$ cat config.mk
export PLATFORM = sky130hd
export DESIGN_NAME = keystream_packer
export DESIGN_NICKNAME = d
export VERILOG_FILES = /design/src/rtl/keystream_pkg.sv /design/src/rtl/ks_fifo2.sv /design/src/rtl/keystream_packer.sv
export SDC_FILE = /design/constraint.sdc
export NUM_CORES = 1
export LEC_CHECK = 0
export ABC_AREA = 1
export CORE_MARGIN = 5
export CORE_UTILIZATION = 55
export CTS_CLUSTER_DIAMETER = 40
export DETAILED_ROUTE_END_ITERATION = 12
export HOLD_SLACK_MARGIN = 0.03
export PLACE_DENSITY_LB_ADDON = 0.08
export SKIP_CTS_REPAIR_TIMING = 1
export SLEW_MARGIN = 20
export SYNTH_ARGS = -nofsm -noshare
export SYNTH_HDL_FRONTEND = slang
export SYNTH_SLANG_ARGS = --single-unit
$ cat constraint.sdc
create_clock -name clk -period 2.6 [get_ports clk]
set_input_delay 0.39 -clock clk [delete_from_list [all_inputs] [get_ports clk]]
set_output_delay 0.39 -clock clk [all_outputs]
set_load 0.02 [all_outputs]
$ cat src/rtl/keystream_pkg.sv
// Shared widths and state encoding for the keystream byte packer.
package keystream_pkg;
  localparam int unsigned WORD_W     = 8;
  localparam int unsigned FIFO_DEPTH = 2;
  localparam int unsigned CNT_W      = $clog2(WORD_W);

  typedef enum logic {
    WARMUP  = 1'b0,
    COLLECT = 1'b1
  } ks_state_e;
endpackage

$ cat src/rtl/ks_fifo2.sv
// Two-entry synchronous FIFO; a push into a full FIFO succeeds only alongside a pop.
module ks_fifo2
  import keystream_pkg::*;
(
  input  logic              clk,
  input  logic              rst_n,
  input  logic              push,
  input  logic              pop,
  input  logic [WORD_W-1:0] din,
  output logic [WORD_W-1:0] dout,
  output logic              full,
  output logic              empty
);
  localparam int unsigned OCC_W = $clog2(FIFO_DEPTH + 1);

  logic [WORD_W-1:0] mem [FIFO_DEPTH];
  logic              wr_ptr;
  logic              rd_ptr;
  logic [OCC_W-1:0]  occ;
  logic              do_push;
  logic              do_pop;

  assign do_pop  = pop && !empty;
  assign do_push = push && (!full || do_pop);

  always_ff @(posedge clk or negedge rst_n) begin
    if (!rst_n) begin
      for (int i = 0; i < int'(FIFO_DEPTH); i++) mem[i] <= '0;
      wr_ptr <= 1'b0;
      rd_ptr <= 1'b0;
      occ    <= '0;
    end else begin
      if (do_push) begin
        mem[wr_ptr] <= din;
        wr_ptr      <= ~wr_ptr;
      end
      if (do_pop) rd_ptr <= ~rd_ptr;
      if (do_push && !do_pop)      occ <= occ + OCC_W'(1);
      else if (!do_push && do_pop) occ <= occ - OCC_W'(1);
    end
  end

  assign dout  = mem[rd_ptr];
  assign full  = (occ == OCC_W'(FIFO_DEPTH));
  assign empty = (occ == '0);
endmodule

$ cat src/rtl/keystream_packer.sv
// Packs qualified generator bits into bytes after a warm-up discard, buffering
// completed words in a 2-entry FIFO with a sticky drop flag.
module keystream_packer #(
  parameter int unsigned WARMUP    = 4,
  parameter bit          MSB_FIRST = 1'b1
) (
  input  logic                             clk,
  input  logic                             rst_n,
  input  logic                             bit_in,
  input  logic                             bit_en,
  input  logic                             flush,
  output logic [keystream_pkg::WORD_W-1:0] byte_out,
  output logic                             byte_valid,
  input  logic                             byte_ready,
  output logic                             overflow,
  output logic                             warm
);
  import keystream_pkg::*;

  localparam int unsigned DW = (WARMUP > 1) ? $clog2(WARMUP + 1) : 1;

  ks_state_e         state;
  logic [DW-1:0]     disc_cnt;
  logic [WORD_W-1:0] shreg;
  logic [WORD_W-1:0] next_word;
  logic [CNT_W-1:0]  bit_cnt;
  logic              take_bit;
  logic              push;
  logic              pop;
  logic              fifo_full;
  logic              fifo_empty;

  assign take_bit  = bit_en && !flush && (state == COLLECT);
  assign next_word = MSB_FIRST ? {shreg[WORD_W-2:0], bit_in} : {bit_in, shreg[WORD_W-1:1]};
  assign push      = take_bit && (bit_cnt == CNT_W'(WORD_W - 1));
  assign pop       = byte_valid && byte_ready;
  assign byte_valid = !fifo_empty;

  // Warm-up/collect control, shift register and sticky drop flag.
  always_ff @(posedge clk or negedge rst_n) begin
    if (!rst_n) begin
      state    <= keystream_pkg::WARMUP;
      disc_cnt <= '0;
      shreg    <= '0;
      bit_cnt  <= '0;
      overflow <= 1'b0;
      warm     <= 1'b0;
    end else begin
      if (flush) begin
        state    <= keystream_pkg::WARMUP;
        warm     <= 1'b0;
        disc_cnt <= '0;
        shreg    <= '0;
        bit_cnt  <= '0;
      end else begin
        case (state)
          keystream_pkg::WARMUP: begin
            if (WARMUP == 0) begin
              state <= COLLECT;
              warm  <= 1'b1;
            end else if (bit_en) begin
              if (disc_cnt == DW'(WARMUP - 1)) begin
                state    <= COLLECT;
                warm     <= 1'b1;
                disc_cnt <= '0;
              end else begin
                disc_cnt <= disc_cnt + DW'(1);
              end
            end
          end
          COLLECT: begin
            if (bit_en) begin
              shreg   <= next_word;
              bit_cnt <= bit_cnt + CNT_W'(1);
            end
          end
          default: begin
            state <= keystream_pkg::WARMUP;
            warm  <= 1'b0;
          end
        endcase
      end
      if (push && fifo_full && !pop) overflow <= 1'b1;
    end
  end

  ks_fifo2 u_fifo (
    .clk   (clk),
    .rst_n (rst_n),
    .push  (push),
    .pop   (pop),
    .din   (next_word),
    .dout  (byte_out),
    .full  (fifo_full),
    .empty (fifo_empty)
  );
endmodule

==> reports/results.ini <==
[status]
outcome=completed

[critical_path]
crit_buf_inv=2
cp_slowest_stage_delay_ns=0.53
worstPathArrival_ns=1.91
path_max_fanout=9
cp_top_family=buffers and inverters
cpMostUsedCell=nand2_1
crit_path_top_delay_cell=clkdlybuf4s50_1
cp.required_ns=2.21
critPathKind=reg -> out
path_cells=clkinv_1, nand2_1, nand2_1, clkdlybuf4s50_1
setup.worst_path.start_class=flip-flop
critPathCaptureType=primary output

[pwr]
max-vdd-ir-drop_mv=0.330
power.leakage_nw=1.00
p_per_area_nw_per_um2=596
power_mw=1.14

[sta]
fin_setup_tns_ns=0
finalCritPeriodShare=0.886
setup-violations-final=0
tightest_slew_ns=0.446
slew_headroom=0.703
clock.fmax_mhz=434
hold_ws_ns=0.460
finalClockSkew_ns=0.00650
hold_viol_final=0
slew_viol_final=0
rsz0062_at_grt=no
finalCriticalPeriod_ns=2.30

[global_route]
grt_first_pass_wirelength_um=5870
globalRouteTotalUtil=0.183
grt_pass1_vias=1326
grt_max_degree=37
grt_antenna_before_repair=0
grt-ovfl-total=0

[routing]
wl_per_cell_um=12.6
firstDrtPassIters=4
drtAntennaViolNets=0
via_per_inst=5.30
drcViolationCount=0
wl_um=3080
dr.first_iter.drc_count=83
dr_total_vias=1294

[placed_design]
place_inst=237
place.gp.congestion=0.793
hpwl_um=2300
portBuffers=16

[layout]
antenna_cells=0
final_common_cell=nand2_1
instances_no_fill=244
final_cell_mix=78 x nand2_1, 36 x dfrtp_1, 16 x nand4_1, 16 x clkdlybuf4s50_1, 15 x inv_1
drive_above_1_share=0.0664
fin_util=0.641
synthToLayoutAreaGrowth_pct=14.6
num-nets-final=221

[logic_synthesis]
ys_seq_area_frac=0.541
syn_area_um2=1670
synthesis.nets=201
yosysWarnings=0
synth.distinct_cells=20
syn_avg_cell_area_um2=8.72
synth_cells=191
ys_ff_latch=36

[clock_tree]
root_buffer=clkbuf_4
htree_levels=2
cts_tree=done
cts_made_buffers=5
clk_path_buf_depth=2
cts_sinks=36
clock_latency_ns=0.34
clk_pin_slew_ns=0.10

[die]
start_util=0.559
row_count=20
dieArea_um2=4230
dieHeight_um=65.0
io_pins=17
core_um2=2980
chipWidth_um=65.0

[run]
maxCapViolCount=0

[hold_path]
hp-class=in -> async

state kept, by name (all words and copies together), names as in the netlist, 2 cells and up:
name	flops
disc_cnt	3
shreg	7
u_fifo.occ	2
bit_cnt	3
u_fifo.mem	16
cell families (layout without fill, tap and decap cells):
logic type      after synthesis  in the layout  share of synthesized area
fa+ha+maj                     4              4                     0.0301
buf+inv                      24             44                     0.0699
xor+xnor                      3              3                     0.0158
simple gates                113            113                      0.305
flops                        36             36                      0.541
compound gates               11             11                     0.0383
synth_stat cells, drive strengths merged:
master	count	area (um^2)
nand3	9	70.1
xnor2	1	8.76
clkinv	2	7.51
xor2	2	17.5
inv	16	62.6
a21oi	2	10.0
nand2	78	293
nand4	16	100
ha	4	50.1
o21bai	1	7.51
o22ai	5	31.3
o21ai	3	15.0
nor2	10	45.0
buf	6	46.3
dfrtp	36	901
per-layer routing:
layer	up-vias	share of wire	track usage
met5	-	0	0
met4	0	0.022	0.0933
met3	7	0.033	0.0503
met2	17	0.51	0.314
li1	654	-	-
met1	616	0.44	0.208
area by class of cell:
cell class / count / area, um^2
fill: 261 / 1070
sequential: 36 / 901
multi-input combinational: 131 / 648
timing repair buffer: 19 / 183
inverter: 18 / 70.1
clock buffer: 7 / 65.1
tap: 33 / 41.3
metrics by stage:
step	setup slack (ns)	instance area, um^2
2_1_floorplan	0.794	1670
3_3_place_gp	0.532	1840
3_5_place_dp	0.498	1840
4_1_cts	0.255	1910
5_1_grt	0.148	1910
6_report	0.297	1910
report_power, final:
part	switching (mW)	internal, mW
Combinational	0.127	0.0663
Clock	0.168	0.153
Sequential	0.0331	0.591
final timing paths:
check	startpoint	endpoint	slack, ns	cells past startpoint
max	u_fifo.rd_ptr$_DFFE_PN0N_	byte_out[2]	0.30	4
min	rst_n	u_fifo.occ[1]$_DFFE_PN0P_	0.46	2
max reg2reg	bit_cnt[0]$_DFFE_PN0P_	u_fifo.occ[1]$_DFFE_PN0P_	0.83	10
min reg2reg	u_fifo.mem[9]$_DFFE_PN0P_	u_fifo.mem[9]$_DFFE_PN0P_	0.48	2
max in group asynchronous	rst_n	state$_DFF_PN0_	1.82	2
min in group clk	u_fifo.mem[9]$_DFFE_PN0P_	u_fifo.mem[9]$_DFFE_PN0P_	0.48	2
(Power assumes the default switching activity.)
==> RTL edit 1, RTL diff (same settings) <==
Change the parameter `MSB_FIRST` from 1'b1 to 1'b0.
--- a/src/rtl/keystream_packer.sv
+++ b/src/rtl/keystream_packer.sv
@@ -2,7 +2,7 @@
 // completed words in a 2-entry FIFO with a sticky drop flag.
 module keystream_packer #(
   parameter int unsigned WARMUP    = 4,
-  parameter bit          MSB_FIRST = 1'b1
+  parameter bit          MSB_FIRST = 1'b0
 ) (
   input  logic                             clk,
   input  logic                             rst_n,
Function: no difference found for any inputs over 10 cycles, from zero or initial values and one cycle with rst_n low; that may be too few to reach the edited logic, so the function may still have changed.
==> RTL edit 1 against the unedited design <==
  * Via count shrank 1.2%
  * Wire length shrank 1.7%
  * Clock power shrank 16%
  * Synthesized area grew 0.53%
  * Fmax grew 0.67%
  * Global-route usage shrank 0.85 points
  * Worst setup slack gained 0.015 ns
  * Design area shrank 1.2%
  * Sequential cell count is the same
  * Total power shrank 4.4%
  * Register-to-register slack lost 0.04 ns
  * Core utilization shrank 0.80 points
  * Highest routed layer unchanged
==> RTL edit 1: results (changes against the unedited design) <==
status: "finished, final reports clean"
synth.avg_cell_area_sq_um: 8.858  # +1.6%
syn_to_final_growth_pct: 12.56
wl_met2_um: 1502  # -4.3%
synth_compound_area_share_pct: 4.335  # +0.50 points
multi_input_area_sq_um: 641.9  # -0.97%
drive_gt1_share_pct: 6.220  # -0.41 points
nets: 219  # -0.90%
wl_met3_um: 101  # unchanged
drtIter0Drc: 68  # -18%
final_cell_count_no_fill: 242  # -0.82%
worst_pin_slew_ns: 0.4415  # -0.004137 ns
clock_area_share_pct: 2.457  # -0.95 points
num-multi-input-gates: 128  # -2.3%
synth_area_leaders: "dfrtp_1, nand2_1, nand4_1"
use_met3_pct: 4.103  # -0.92 points
gp_congestion: 0.7662  # -3.4%
nonClkBufAreaFrac_pct: 9.695  # +0.12 points
grt_usage_pct: 17.48  # -0.85 points
inverters: 19  # +1
grt_max_degree: 37  # unchanged
seq_area_frac_synth_pct: 53.81  # -0.28 points
yosys-top-cells-count: "nand2_1, dfrtp_1, inv_1, nand4_1"
m1WireLength_um: 1366  # +1.9%
wl_per_cell_um: 12.51  # -0.91%
seq_area_share_pct: 47.81  # +0.60 points
use_met1_pct: 21.82  # +0.99 points
synth_xor_xnor_area_share_pct: 1.570  # -0.0083 points
n_fill_cell: 264  # +1.1%
nClkBuffers: 6  # -1
synth_adder_area_share_pct: 2.990  # -0.016 points
grt_use_met2_pct: 29.20  # -2.2 points
ir_worst_vdd_mv: 0.3236  # -2.0%
routed-via-count: 1278  # -1.2%
dr.pass1.iters: 6  # +2
placed_area_sq_um: 1838  # -0.27%
p_leak_nw: 0.9862  # -1.6%
fin_skew_ns: 0.01009  # +0.003589 ns
grt_pass1_wl_um: 5727  # -2.4%
hpwl_um: 2272  # -1.2%
synth_fp_nets: 199  # -1.0%
[RTL edit 1: final timing paths]
kind / end / startpoint / slack [ns] / cells after the start
worst max-delay path: byte_out[7] / u_fifo.rd_ptr / 0.31 / 4
worst min-delay path: u_fifo.occ[1] / rst_n / 0.44 / 2
worst max register to register: u_fifo.occ[1] / bit_cnt[0] / 0.79 / 10
worst min register to register: u_fifo.mem[13] / u_fifo.mem[13] / 0.48 / 2
max in group asynchronous: u_fifo.mem[5] / rst_n / 1.83 / 2
min in group clk: u_fifo.mem[13] / u_fifo.mem[13] / 0.48 / 2
[RTL edit 1: power by group through the flow]
stage | Clock, W | Combinational (W) | Sequential, W
floorplan | 0 | 0.000159 | 0.000615
global placement | 0 | 0.000188 | 0.000636
detailed placement | 0 | 0.000196 | 0.000637
CTS | 0.000281 | 0.000198 | 0.000626
global route | 0.000313 | 0.000219 | 0.000630
finish | 0.000271 | 0.000193 | 0.000625
==> RTL edit 2, RTL diff (same flow settings) <==
Without the edit above. Register the output `overflow` once more; this adds one clock of latency there. The other outputs are not delayed to match.
--- a/src/rtl/keystream_packer.sv
+++ b/src/rtl/keystream_packer.sv
@@ -18,6 +18,8 @@
   import keystream_pkg::*;
 
   localparam int unsigned DW = (WARMUP > 1) ? $clog2(WARMUP + 1) : 1;
+
+  logic overflow_s0;
 
   ks_state_e         state;
   logic [DW-1:0]     disc_cnt;
@@ -43,7 +45,7 @@
       disc_cnt <= '0;
       shreg    <= '0;
       bit_cnt  <= '0;
-      overflow <= 1'b0;
+      overflow_s0 <= 1'b0;
       warm     <= 1'b0;
     end else begin
       if (flush) begin
@@ -80,7 +82,7 @@
           end
         endcase
       end
-      if (push && fifo_full && !pop) overflow <= 1'b1;
+      if (push && fifo_full && !pop) overflow_s0 <= 1'b1;
     end
   end
 
@@ -94,5 +96,9 @@
     .full  (fifo_full),
     .empty (fifo_empty)
   );
+  always_ff @(posedge clk) begin
+    overflow <= overflow_s0;
+  end
+
 endmodule
 
Formal check against the unedited RTL: same outputs for any inputs over 10 cycles, from zero or initial values and one cycle with rst_n low; that may be too few to reach the edited logic, so the function may still have changed.
==> RTL edit 2 against the unedited design <==
  * Worst setup slack improved by 0.036 ns
  * Wire length increased by 1.3%
  * Die area grew 1.0%
  * Synthesized cell count rose by 0.52%
  * Synthesized area up 1.2%
  * Clock power is 21% higher
  * Design area increased by 1.6%
  * Total power rose by 7.2%
  * Count of clock-buffer cells in the layout shrank 1
  * Sequential cell count rose by 1
  * Core utilization increased by 0.51 points
  * Register-to-register slack is essentially flat
  * First-iteration DRC count is 42% lower
  * Clock skew up 0.0072 ns
  * Critical path type unchanged
==> RTL edit 2: results (changes against the unedited design) <==
synth_cell_types: 21  # +5.0%
routed-via-count: 1287  # -0.54%
status: "finished, final reports clean"
dp_slack_ns: 0.5218  # +0.02360 ns
use_met3_pct: 5.641  # +0.62 points
synth_xor_xnor_area_share_pct: 1.559  # -0.019 points
worstPathArrival_ns: 1.88  # -0.03 ns
grt_pass1_wl_um: 5582  # -4.8%
drive_gt1_share_pct: 6.573  # -0.062 points
async_flop_share_pct: 97.30  # -2.7 points
synth_fp_nets: 202  # +0.50%
io_buffers: 16  # unchanged
grt_use_met2_pct: 28.19  # -3.2 points
hpwl_um: 2256  # -1.9%
grt_usage_pct: 17.31  # -1.0 points
ir_worst_vdd_mv: 0.6558  # +99%
netlist_instances: 192  # +0.52%
seq_area_frac_synth_pct: 54.64  # +0.55 points
whs_ns: 0.3795  # -0.08080 ns
synth_top_cell_area_share_pct: 53.45  # -0.64 points
hold_class: "register to register"
root_buffer: "clkbuf_4"
clk_latency_ns: 0.34  # about the same
synth_area_leaders: "dfrtp_1, nand2_1, nand4_1"
antenna_found_initial: 0  # unchanged
synth_compound_area_share_pct: 3.786  # -0.046 points
gp_congestion: 0.7558  # -4.7%
final_cell_count_no_fill: 246  # +0.82%
fin_skew_ns: 0.01373  # +0.007233 ns
slew-limit-headroom_pct: 71.07  # +0.78 points
p_leak_nw: 1.015  # +1.3%
nets: 222  # +0.45%
dp_cells: 238  # +0.42%
slowest_stage: "clkdlybuf4s50_1"
drtIter0Drc: 48  # -42%
use_met1_pct: 21.16  # +0.33 points
min-delay-start: "overflow_s0"
wl_um: 3121  # +1.3%
grt_max_degree: 37  # unchanged
p_switching_w: 0.0003460  # +5.6%
r2r-start: "bit_cnt[0]"
ff2ff_path_depth: 10  # unchanged
synth_adder_area_share_pct: 2.970  # -0.036 points
ctsHtreeMaxLevel: 2  # unchanged
-- RTL edit 2: logic make-up after synthesis --
group           count (synthesis)
simple gates                  113
flops                          37
fa+ha+maj                       4
compound gates                 11
buf+inv                        24
xor+xnor                        3
-- RTL edit 2: routing by layer --
metal / vias up / part of all wire [%]
met3: 8 / 3.2
met5: - / 0
met1: 591 / 46
li1: 663 / -
met4: 0 / 2.4
met2: 25 / 48
-- RTL edit 2: layout make-up --
class                      instances  area (sq um)
clock buffer                       6         41.29
sequential                        37         920.9
inverter                          18         70.07
timing repair buffer              19         182.7
multi-input combinational        131         648.1
fill                             247          1064
tap                               33         41.29
clock inverter                     2         35.03
-- RTL edit 2: worst reg2reg max path, delay by kind of cell, from the launching register on --
kind          cells  cell delay, ns
xor+xnor          1            0.14
fa+ha+maj         3            0.69
buf+inv           2            0.13
flops             1            0.41
simple gates      4            0.29
-- RTL edit 2: how the worst max path moves through the flow --
stage	to	depth (start not counted)	from	slack (ns)
6_report	byte_out[5]	4	u_fifo.rd_ptr	0.33
5_1_grt	byte_out[3]	4	u_fifo.rd_ptr	0.16
4_1_cts	byte_out[5]	4	u_fifo.rd_ptr	0.30
3_5_place_dp	u_fifo.occ[1]	10	flush	0.52
3_3_place_gp	u_fifo.occ[1]	10	flush	0.56
2_1_floorplan	u_fifo.occ[1]	11	bit_cnt[0]	0.79
-- RTL edit 2: power by group through the flow --
stage / logic, W / registers, W / clock network [W]
floorplan: 0.000149 / 0.000629 / 0
global placement: 0.000188 / 0.000648 / 0
detailed placement: 0.000196 / 0.000648 / 0
CTS: 0.000200 / 0.000637 / 0.000398
global route: 0.000225 / 0.000643 / 0.000422
finish: 0.000196 / 0.000637 / 0.000388
-- RTL edit 2: metrics by stage --
step	utilization, %	area (sq um)	power [W]
finish	64.58	1939	0.001220
global route	64.58	1939	0.001290
CTS	64.58	1939	0.001235
detailed placement	62.04	1863	0.0008442
global placement	62.04	1863	0.0008351
floorplan	-	1685	0.0007781
